--- src/rtl/alu_flag_stage_if.sv ---
// Handshake bundle between the adder, the flag stage and the control unit.
// The slave modport is the flag stage. The master modport is the environment
// that drives adder results in and consumes flagged results.
interface alu_flag_stage_if #(
  parameter int CNT_W = 16
);
  logic             in_valid;
  logic             in_ready;
  logic [31:0]      in_sum;
  logic             in_cout;
  logic             in_a_sign;
  logic             in_b_sign;
  logic             out_valid;
  logic             out_ready;
  logic [31:0]      out_sum;
  logic [3:0]       out_flags;
  logic             clr_count;
  logic [CNT_W-1:0] ovf_count;

  modport master (
    output in_valid, in_sum, in_cout, in_a_sign, in_b_sign, out_ready, clr_count,
    input  in_ready, out_valid, out_sum, out_flags, ovf_count
  );

  modport slave (
    input  in_valid, in_sum, in_cout, in_a_sign, in_b_sign, out_ready, clr_count,
    output in_ready, out_valid, out_sum, out_flags, ovf_count
  );
endinterface

--- src/rtl/alu_flag_stage.sv ---
// Registered output stage behind the 32-bit adder. It derives the N/Z/C/V
// flags and buffers results in a main + skid register pair, so in_ready
// comes from a flop and never depends on out_ready. It also keeps a
// saturating count of accepted signed overflows.
module alu_flag_stage #(
  parameter int CNT_W = 16
) (
  input  logic              clk,
  input  logic              rst,
  alu_flag_stage_if.slave   bus
);

  typedef enum logic [1:0] {
    EMPTY = 2'd0,
    ONE   = 2'd1,
    TWO   = 2'd2
  } state_t;

  localparam logic [CNT_W-1:0] CNT_MAX  = {CNT_W{1'b1}};
  localparam logic [CNT_W-1:0] CNT_ZERO = {CNT_W{1'b0}};
  localparam logic [CNT_W-1:0] CNT_ONE  = {{(CNT_W-1){1'b0}}, 1'b1};

  // Flag order is {N, Z, C, V}. V is valid for A+B+Cin because it only looks
  // at the operand signs and the result sign.
  function automatic logic [3:0] calc_flags(input logic [31:0] sum, input logic cout,
                                            input logic a_sign, input logic b_sign);
    logic n, z, v;
    n = sum[31];
    z = (sum == 32'd0);
    v = (a_sign == b_sign) & (sum[31] != a_sign);
    return {n, z, cout, v};
  endfunction

  state_t           state_r, next_state_s;
  logic             out_valid_r, in_ready_r;
  logic [31:0]      main_sum_r, skid_sum_r;
  logic [3:0]       main_flags_r, skid_flags_r;
  logic [CNT_W-1:0] cnt_r;
  logic [3:0]       in_flags_s;
  logic             in_fire_s, out_fire_s;
  logic             load_main_s, main_from_skid_s, load_skid_s;

  assign in_flags_s = calc_flags(bus.in_sum, bus.in_cout, bus.in_a_sign, bus.in_b_sign);
  assign in_fire_s  = bus.in_valid & in_ready_r;
  assign out_fire_s = out_valid_r & bus.out_ready;

  // Occupancy transitions and register load strobes for the two entries.
  always_comb begin
    next_state_s     = state_r;
    load_main_s      = 1'b0;
    main_from_skid_s = 1'b0;
    load_skid_s      = 1'b0;
    case (state_r)
      EMPTY: begin
        if (in_fire_s) begin
          next_state_s = ONE;
          load_main_s  = 1'b1;
        end else begin
          next_state_s = EMPTY;
        end
      end
      ONE: begin
        if (in_fire_s & out_fire_s) begin
          // Pass-through: replace the drained result with no bubble.
          load_main_s = 1'b1;
        end else if (out_fire_s) begin
          next_state_s = EMPTY;
        end else if (in_fire_s) begin
          // Consumer stalled: park the new result in the skid entry.
          next_state_s = TWO;
          load_skid_s  = 1'b1;
        end else begin
          next_state_s = ONE;
        end
      end
      TWO: begin
        // in_ready is low here, so the only event is a drain.
        if (out_fire_s) begin
          next_state_s     = ONE;
          load_main_s      = 1'b1;
          main_from_skid_s = 1'b1;
        end else begin
          next_state_s = TWO;
        end
      end
      default: begin
        next_state_s = EMPTY;
      end
    endcase
  end

  // State and the registered handshake outputs derived from the next state.
  always_ff @(posedge clk) begin
    if (rst) begin
      state_r     <= EMPTY;
      out_valid_r <= 1'b0;
      in_ready_r  <= 1'b1;
    end else begin
      state_r     <= next_state_s;
      out_valid_r <= (next_state_s != EMPTY);
      in_ready_r  <= (next_state_s != TWO);
    end
  end

  // Payload of the main and skid entries.
  always_ff @(posedge clk) begin
    if (rst) begin
      main_sum_r   <= 32'd0;
      main_flags_r <= 4'b0000;
      skid_sum_r   <= 32'd0;
      skid_flags_r <= 4'b0000;
    end else begin
      if (load_main_s) begin
        if (main_from_skid_s) begin
          main_sum_r   <= skid_sum_r;
          main_flags_r <= skid_flags_r;
        end else begin
          main_sum_r   <= bus.in_sum;
          main_flags_r <= in_flags_s;
        end
      end
      if (load_skid_s) begin
        skid_sum_r   <= bus.in_sum;
        skid_flags_r <= in_flags_s;
      end
    end
  end

  // Saturating overflow counter, counted at accept time; clear has priority.
  always_ff @(posedge clk) begin
    if (rst) begin
      cnt_r <= CNT_ZERO;
    end else if (bus.clr_count) begin
      cnt_r <= CNT_ZERO;
    end else if (in_fire_s & in_flags_s[0] & (cnt_r != CNT_MAX)) begin
      cnt_r <= cnt_r + CNT_ONE;
    end else begin
      cnt_r <= cnt_r;
    end
  end

  assign bus.in_ready  = in_ready_r;
  assign bus.out_valid = out_valid_r;
  assign bus.out_sum   = main_sum_r;
  assign bus.out_flags = main_flags_r;
  assign bus.ovf_count = cnt_r;

endmodule
--- src/flat_wrapper.sv ---
// flat-port wrapper written by rule: the top's interface ports become plain ports
module alu_flag_stage_flat 
#(
  parameter int CNT_W = 16
)
  (clk, rst, bus_in_valid, bus_in_sum, bus_in_cout, bus_in_a_sign, bus_in_b_sign, bus_out_ready, bus_clr_count, bus_in_ready, bus_out_valid, bus_out_sum, bus_out_flags, bus_ovf_count);
  alu_flag_stage_if #(.CNT_W(CNT_W)) bus_i ();
  input  logic clk;
  input  logic rst;
  input wire logic [$bits(bus_i.in_valid)-1:0] bus_in_valid;
  input wire logic [$bits(bus_i.in_sum)-1:0] bus_in_sum;
  input wire logic [$bits(bus_i.in_cout)-1:0] bus_in_cout;
  input wire logic [$bits(bus_i.in_a_sign)-1:0] bus_in_a_sign;
  input wire logic [$bits(bus_i.in_b_sign)-1:0] bus_in_b_sign;
  input wire logic [$bits(bus_i.out_ready)-1:0] bus_out_ready;
  input wire logic [$bits(bus_i.clr_count)-1:0] bus_clr_count;
  output wire logic [$bits(bus_i.in_ready)-1:0] bus_in_ready;
  output wire logic [$bits(bus_i.out_valid)-1:0] bus_out_valid;
  output wire logic [$bits(bus_i.out_sum)-1:0] bus_out_sum;
  output wire logic [$bits(bus_i.out_flags)-1:0] bus_out_flags;
  output wire logic [$bits(bus_i.ovf_count)-1:0] bus_ovf_count;
  assign bus_i.in_valid = bus_in_valid;
  assign bus_i.in_sum = bus_in_sum;
  assign bus_i.in_cout = bus_in_cout;
  assign bus_i.in_a_sign = bus_in_a_sign;
  assign bus_i.in_b_sign = bus_in_b_sign;
  assign bus_i.out_ready = bus_out_ready;
  assign bus_i.clr_count = bus_clr_count;
  assign bus_in_ready = bus_i.in_ready;
  assign bus_out_valid = bus_i.out_valid;
  assign bus_out_sum = bus_i.out_sum;
  assign bus_out_flags = bus_i.out_flags;
  assign bus_ovf_count = bus_i.ovf_count;
  alu_flag_stage #(.CNT_W(CNT_W)) u_core (.clk(clk), .rst(rst), .bus(bus_i));
endmodule
--- config.mk ---
export PLATFORM = sky130hd
export DESIGN_NAME = alu_flag_stage_flat
export DESIGN_NICKNAME = d
export VERILOG_FILES = /design/src/rtl/alu_flag_stage_if.sv /design/src/rtl/alu_flag_stage.sv /design/src/flat_wrapper.sv
export SDC_FILE = /design/constraint.sdc
export NUM_CORES = 1
export LEC_CHECK = 0
export ABC_AREA = 1
export CAP_MARGIN = 20
export CELL_PAD_IN_SITES_DETAIL_PLACEMENT = 1
export CELL_PAD_IN_SITES_GLOBAL_PLACEMENT = 2
export CORE_ASPECT_RATIO = 1.5
export CORE_MARGIN = 2
export CORE_UTILIZATION = 27
export CTS_CLUSTER_DIAMETER = 150
export DETAILED_ROUTE_END_ITERATION = 12
export PLACE_DENSITY_LB_ADDON = 0.1
export SETUP_SLACK_MARGIN = 0.2
export SKIP_LAST_GASP = 1
export SLEW_MARGIN = 20
export SYNTH_ARGS = -nofsm -noshare
export SYNTH_HDL_FRONTEND = slang
export SYNTH_SLANG_ARGS = --single-unit
--- constraint.sdc ---
create_clock -name clk -period 1.82 [get_ports clk]
set_input_delay 0.182 -clock clk [delete_from_list [all_inputs] [get_ports clk]]
set_output_delay 0.182 -clock clk [all_outputs]
set_load 0.02 [all_outputs]
# Word-level counts from Yosys, hierarchy flattened
# Index checks and enable logic that the tools add are counted.
[word_totals]
wordCells = 41
ff_bits = 92
output_inout_bits = 54
inputBits = 40
[op_classes]
n_addsub = 1
bitwise_logic = 6
n_eq_ne = 6
reduce_logical = 4
mux = 16
[op_table]
columns = ["op", "count"]
rows = [
  ["$logic_not A32 Y1", 1],
  ["$mux W32", 1],
  ["$add A16 B1 Y16 const B", 1],
  ["$ne A16 B16 Y1 const B", 1],
  ["$mux W1", 8],
  ["$mux W2", 4],
  ["$and A1 B1 Y1", 6],
  ["$pmux W2 S3", 1],
  ["$mux W4", 1],
  ["$pmux W1 S3", 1],
  ["$eq A2 B1 Y1 const B", 1],
  ["$eq A2 B2 Y1 const B", 1],
  ["$logic_not A2 Y1", 1],
  ["$ne A2 B2 Y1 const B", 1],
  ["$reduce_bool A2 Y1", 1],
  ["$reduce_or A2 Y1", 1],
  ["$eq A1 B1 Y1", 1],
  ["$ne A1 B1 Y1", 1],
]

# Longest topological paths before layout
[logic_depth]
depth_word = 6
ltp_mapped = 10
ltp_nobuf = 10

# Least setup slack after synthesis
# No wires, ideal clock.
[synth_path]
path_kind = "reg-to-reg"
from = "register u_core.cnt_r[1], in the netlist u_core.bus.ovf_count[1]"
to = "register u_core.cnt_r[10], in the netlist u_core.bus.ovf_count[10]"
synth_period_minus_slack_ns = 1.562
arrival_ns = 1.428
stages_incl_launch_ff = 10
slack_ns = 0.258
path_cell_list = "dfxtp_1 > ha_1 > nand2_1 > nor2_2 > nand2_2 > nor2_1 > nor2_2 > buf_6 > nand2_1 > a21oi_2"
[synth_via]
elab_chain_len = 2
[synth_rtl]
columns = ["element", "line", "source"]
rows = [
  ["from (decl)", "alu_flag_stage.sv:38", "logic [CNT_W-1:0] cnt_r;"],
  ["from (signal assigned)", "alu_flag_stage.sv:136", "cnt_r <= cnt_r + CNT_ONE;"],
  ["from (signal assigned)", "alu_flag_stage.sv:138", "cnt_r <= cnt_r;"],
  ["branches (longest 2 deep; another with $add A16 B1 Y16)", "-", ""],
]
# Parallel ways; which one is timed is not known.
# A chain may end at the register's enable or synchronous reset.

# Worst setup path in the final report
[layout_path]
from = "register u_core.cnt_r[8], in the netlist u_core.bus.ovf_count[8]"
to = "output port bus_ovf_count[8]"
[layout_lines]
columns = ["element", "line", "source"]
rows = [
  ["to (decl)", "flat_wrapper.sv:21", "output wire logic [$bits(bus_i.ovf_count)-1:0] bus_ovf_count;"],
]
# No word-level cell between the ends.

==> flow_metrics.py <==
metrics = {
    "pwr": {
        "p_leak_nw": 2.308,
        "power_density_nw_per_um2": 950.0,
        "vdd_drop_max_uv": 600.8,
        "power_mw": 5.369,
    },
    "timing": {
        "holdWs_ps": 196.5,
        "skew_ps": 8.265,
        "worst_slew_pin_slew_ps": 395.7,
        "rsz0062_at_grt": "no",
        "fin_ws_ps": 249.7,
        "timing.final.crit_share_pct": 86.28,
        "tns_ps": 0,
        "setup_viol": 0,
        "timing.final.crit_period_ps": 1570,
        "slew_viol_final": 0,
        "fmax_ghz": 0.6368,
        "slew_headroom_pct": 73.52,
        "finalHoldViolCount": 0,
    },
    "finish": {
        "fin_util_pct": 37.67,
        "insertedDiodeCount": 0,
        "areaGrowthSynthToFinish_pct": 37.09,
        "fin_cells": 894,
        "final_area_um2": 5652,
        "final_nets": 732,
        "drive_gt1_share_pct": 8.201,
    },
    "detailed_routing": {
        "drt_first_pass_iters": 4,
        "drt_iter0_drc": 63,
        "drc": 0,
        "ant_nets": 0,
        "vias_per_cell": 4.624,
        "wl_mm": 12.54,
        "wl_per_cell_um": 14.02,
        "num_vias": 4134,
    },
    "clocking": {
        "clkLatencyLatePin_ps": 340,
        "cts.clk_slew.worst_paths_ps": 70,
        "cts-buffers-inserted": 9,
        "cts-root-buf": "clkbuf_16",
        "cts_tree": "yes",
        "clk_path_buf_depth": 2,
        "cts_setup_buffers": 0,
        "clkSinkCount": 90,
        "h-tree-depth": 3,
    },
    "logic_synthesis": {
        "yosys.area.top_type": "dfxtp_1",
        "syn_inst": 601,
        "synthTopCellsByArea": "dfxtp_1, nand2_1, a21oi_1, o21ai_0, inv_1",
        "yosysWarningCount": 0,
        "post_synth.cell_area_avg_um2": 6.860,
        "synth_nets": 642,
        "synth_top_area_share_pct": 43.70,
        "synthDistinctLibCells": 29,
        "synth-seq-cells": 90,
        "synthesis.area_um2": 4123,
        "ys_seq_area_share_pct": 43.70,
    },
    "placed_design": {
        "placed_area_um2": 5299,
        "placement.io_buffers": 93,
        "place.gp.congestion": 0.7660,
        "place_ws_ps": 16.50,
        "dp_cells": 879,
        "dp_hpwl_mm": 9.272,
    },
    "grt": {
        "overflow": 0,
        "grt_pass1_wl_mm": 20.54,
        "grt_usage_pct": 15.62,
        "grt_pass1_vias": 4328,
        "antenna_found_initial": 0,
        "grt_max_degree": 47,
    },
    "worst_hold_path": {
        "min_to": "u_core.bus.out_sum[2]",
        "hold_class": "input pin to flop",
        "min_from": "rst",
        "hold_depth": 2,
    },
    "critical_path": {
        "path_cells": "clkdlybuf4s50_1",
        "critical_path_class": "flop to output port",
        "critical_path.startpoint_type": "flop",
        "path_max_fanout": 4,
        "required_ps": 1640,
        "max_stage_delay_ps": 640,
        "crit_buf_inv": 1,
        "setup.worst_path.end_class": "output port",
        "crit_family": "buffers and inverters",
        "reg2reg_from": "u_core.bus.ovf_count[0]",
        "r2r-end": "u_core.bus.ovf_count[14]",
        "crit_slowest_cell": "clkdlybuf4s50_1",
        "r2r_slack_ps": 300,
        "r2r_cells": 9,
        "cp.arrival_ps": 1390,
    },
    "outcome": {
        "outcome": "completed",
    },
    "die": {
        "die_h_um": 155.3,
        "die_x_um": 104.9,
        "num_rows": 55,
        "fp.dieArea_um2": 16290,
        "start_util_pct": 27.48,
        "io_pins": 94,
        "core_um2": 15000,
    },
    "run": {
        "cap_violations": 0,
    },
}
[timing repair]
action	in CTS	in global routing
setup endpoints to repair	5	20
cloned	0	0
hold buffers	0	0
resized for setup	5	12
[where the power goes]
group	internal [mW]	leakage, nW	switching [mW]
Combinational	0.470	1.41	0.606
Sequential	2.15	0.736	0.0820
Clock	1.24	0.159	0.820
[final cells by class]
cell class,count,area (um2)
Clock buffer,10,239.0
Clock inverter,5,86.33
Fill cell,1934,9350
Inverter,63,240.2
Multi-Input combinational cell,416,1899
Sequential cell,90,1804
Tap cell,199,249.0
Timing Repair Buffer,111,1134
[placed cells by master (no fill, tap or decap), types with 3 or more instances in the layout]
master           netlist  layout
a21oi_1               79      79
a21oi_2                3       3
buf_12                 0       5
buf_4                  4      13
clkbuf_16              0       9
clkdlybuf4s50_1        0      82
dfxtp_1               90      88
dlygate4sd2_1          0       4
dlymetal6s2s_1         0       6
inv_1                 59      59
nand2_1              176     176
nand2_2                4       3
nand3_1               12      12
nand4_1                4       4
nor2_1                49      48
nor2_2                 3       3
nor2_4                 2       3
o21ai_0               64      63
o21ai_1                8       9
xnor2_1                3       3
xor2_1                 3       3
[layer usage]
metal	vias to the layer above	part of all wire, %	global-route usage, %	routed length (um)
met5	-	0	0	0
met4	0	1.4	4.952	177
met3	14	3.1	2.681	389
met2	61	54	30.43	6775
met1	1976	41	16.86	5194
li1	2083	-	-	-
[sequential cells by signal (all words and copies together), names as in the netlist]
signal                flops
u_core.bus.in_ready       1
u_core.bus.out_valid      1
u_core.skid_flags_r       3
u_core.bus.out_sum       32
u_core.bus.out_flags      3
u_core.bus.ovf_count     16
u_core.skid_sum_r        32
u_core.state_r            2
[worst max path at each step]
stage	from	endpoint	cells after the start	slack (ps)
after floorplan	u_core.bus.ovf_count[1]	u_core.bus.ovf_count[10]	9	260
after global placement	bus_out_ready	u_core.bus.out_sum[15]	8	60
after detailed placement	bus_out_ready	u_core.bus.out_sum[15]	8	20
after CTS	u_core.bus.ovf_count[11]	bus_ovf_count[11]	1	200
after global routing	u_core.bus.out_valid	u_core.bus.out_flags[0]	8	200
final	u_core.bus.ovf_count[8]	bus_ovf_count[8]	1	250
[cells by family (layout without fill, tap and decap cells)]
| kind of cell | count (synthesis) | count (layout) | synth area share [%] |
|---|---|---|---|
| compound gates | 156 | 156 | 19.36 |
| xor+xnor | 6 | 6 | 1.275 |
| fa+ha+maj | 1 | 1 | 0.3034 |
| buf+inv | 95 | 189 | 10.59 |
| flops | 90 | 90 | 43.70 |
| simple gates | 253 | 253 | 24.76 |
[Yosys cell counts]
cell      count
nand3_1      12
nor2_4        2
a21oi_1      79
xor2_1        3
ha_1          1
inv_4         1
a21o_1        1
clkinv_2      1
o21ai_0      64
o21ai_1       8
nand3b_1      1
nor2_1       49
o21ai_2       1
a21oi_2       3
nand2_1     176
nand2_2       4
buf_6         7
dfxtp_1      90
inv_2         2
nor2_2        3
nand4_1       4
nand2_4       1
xnor2_1       3
buf_2         7
or2_2         1
buf_4         4
inv_1        59
clkbuf_1     13
buf_1         1
Note: power is estimated with default switching activity, not from simulation.
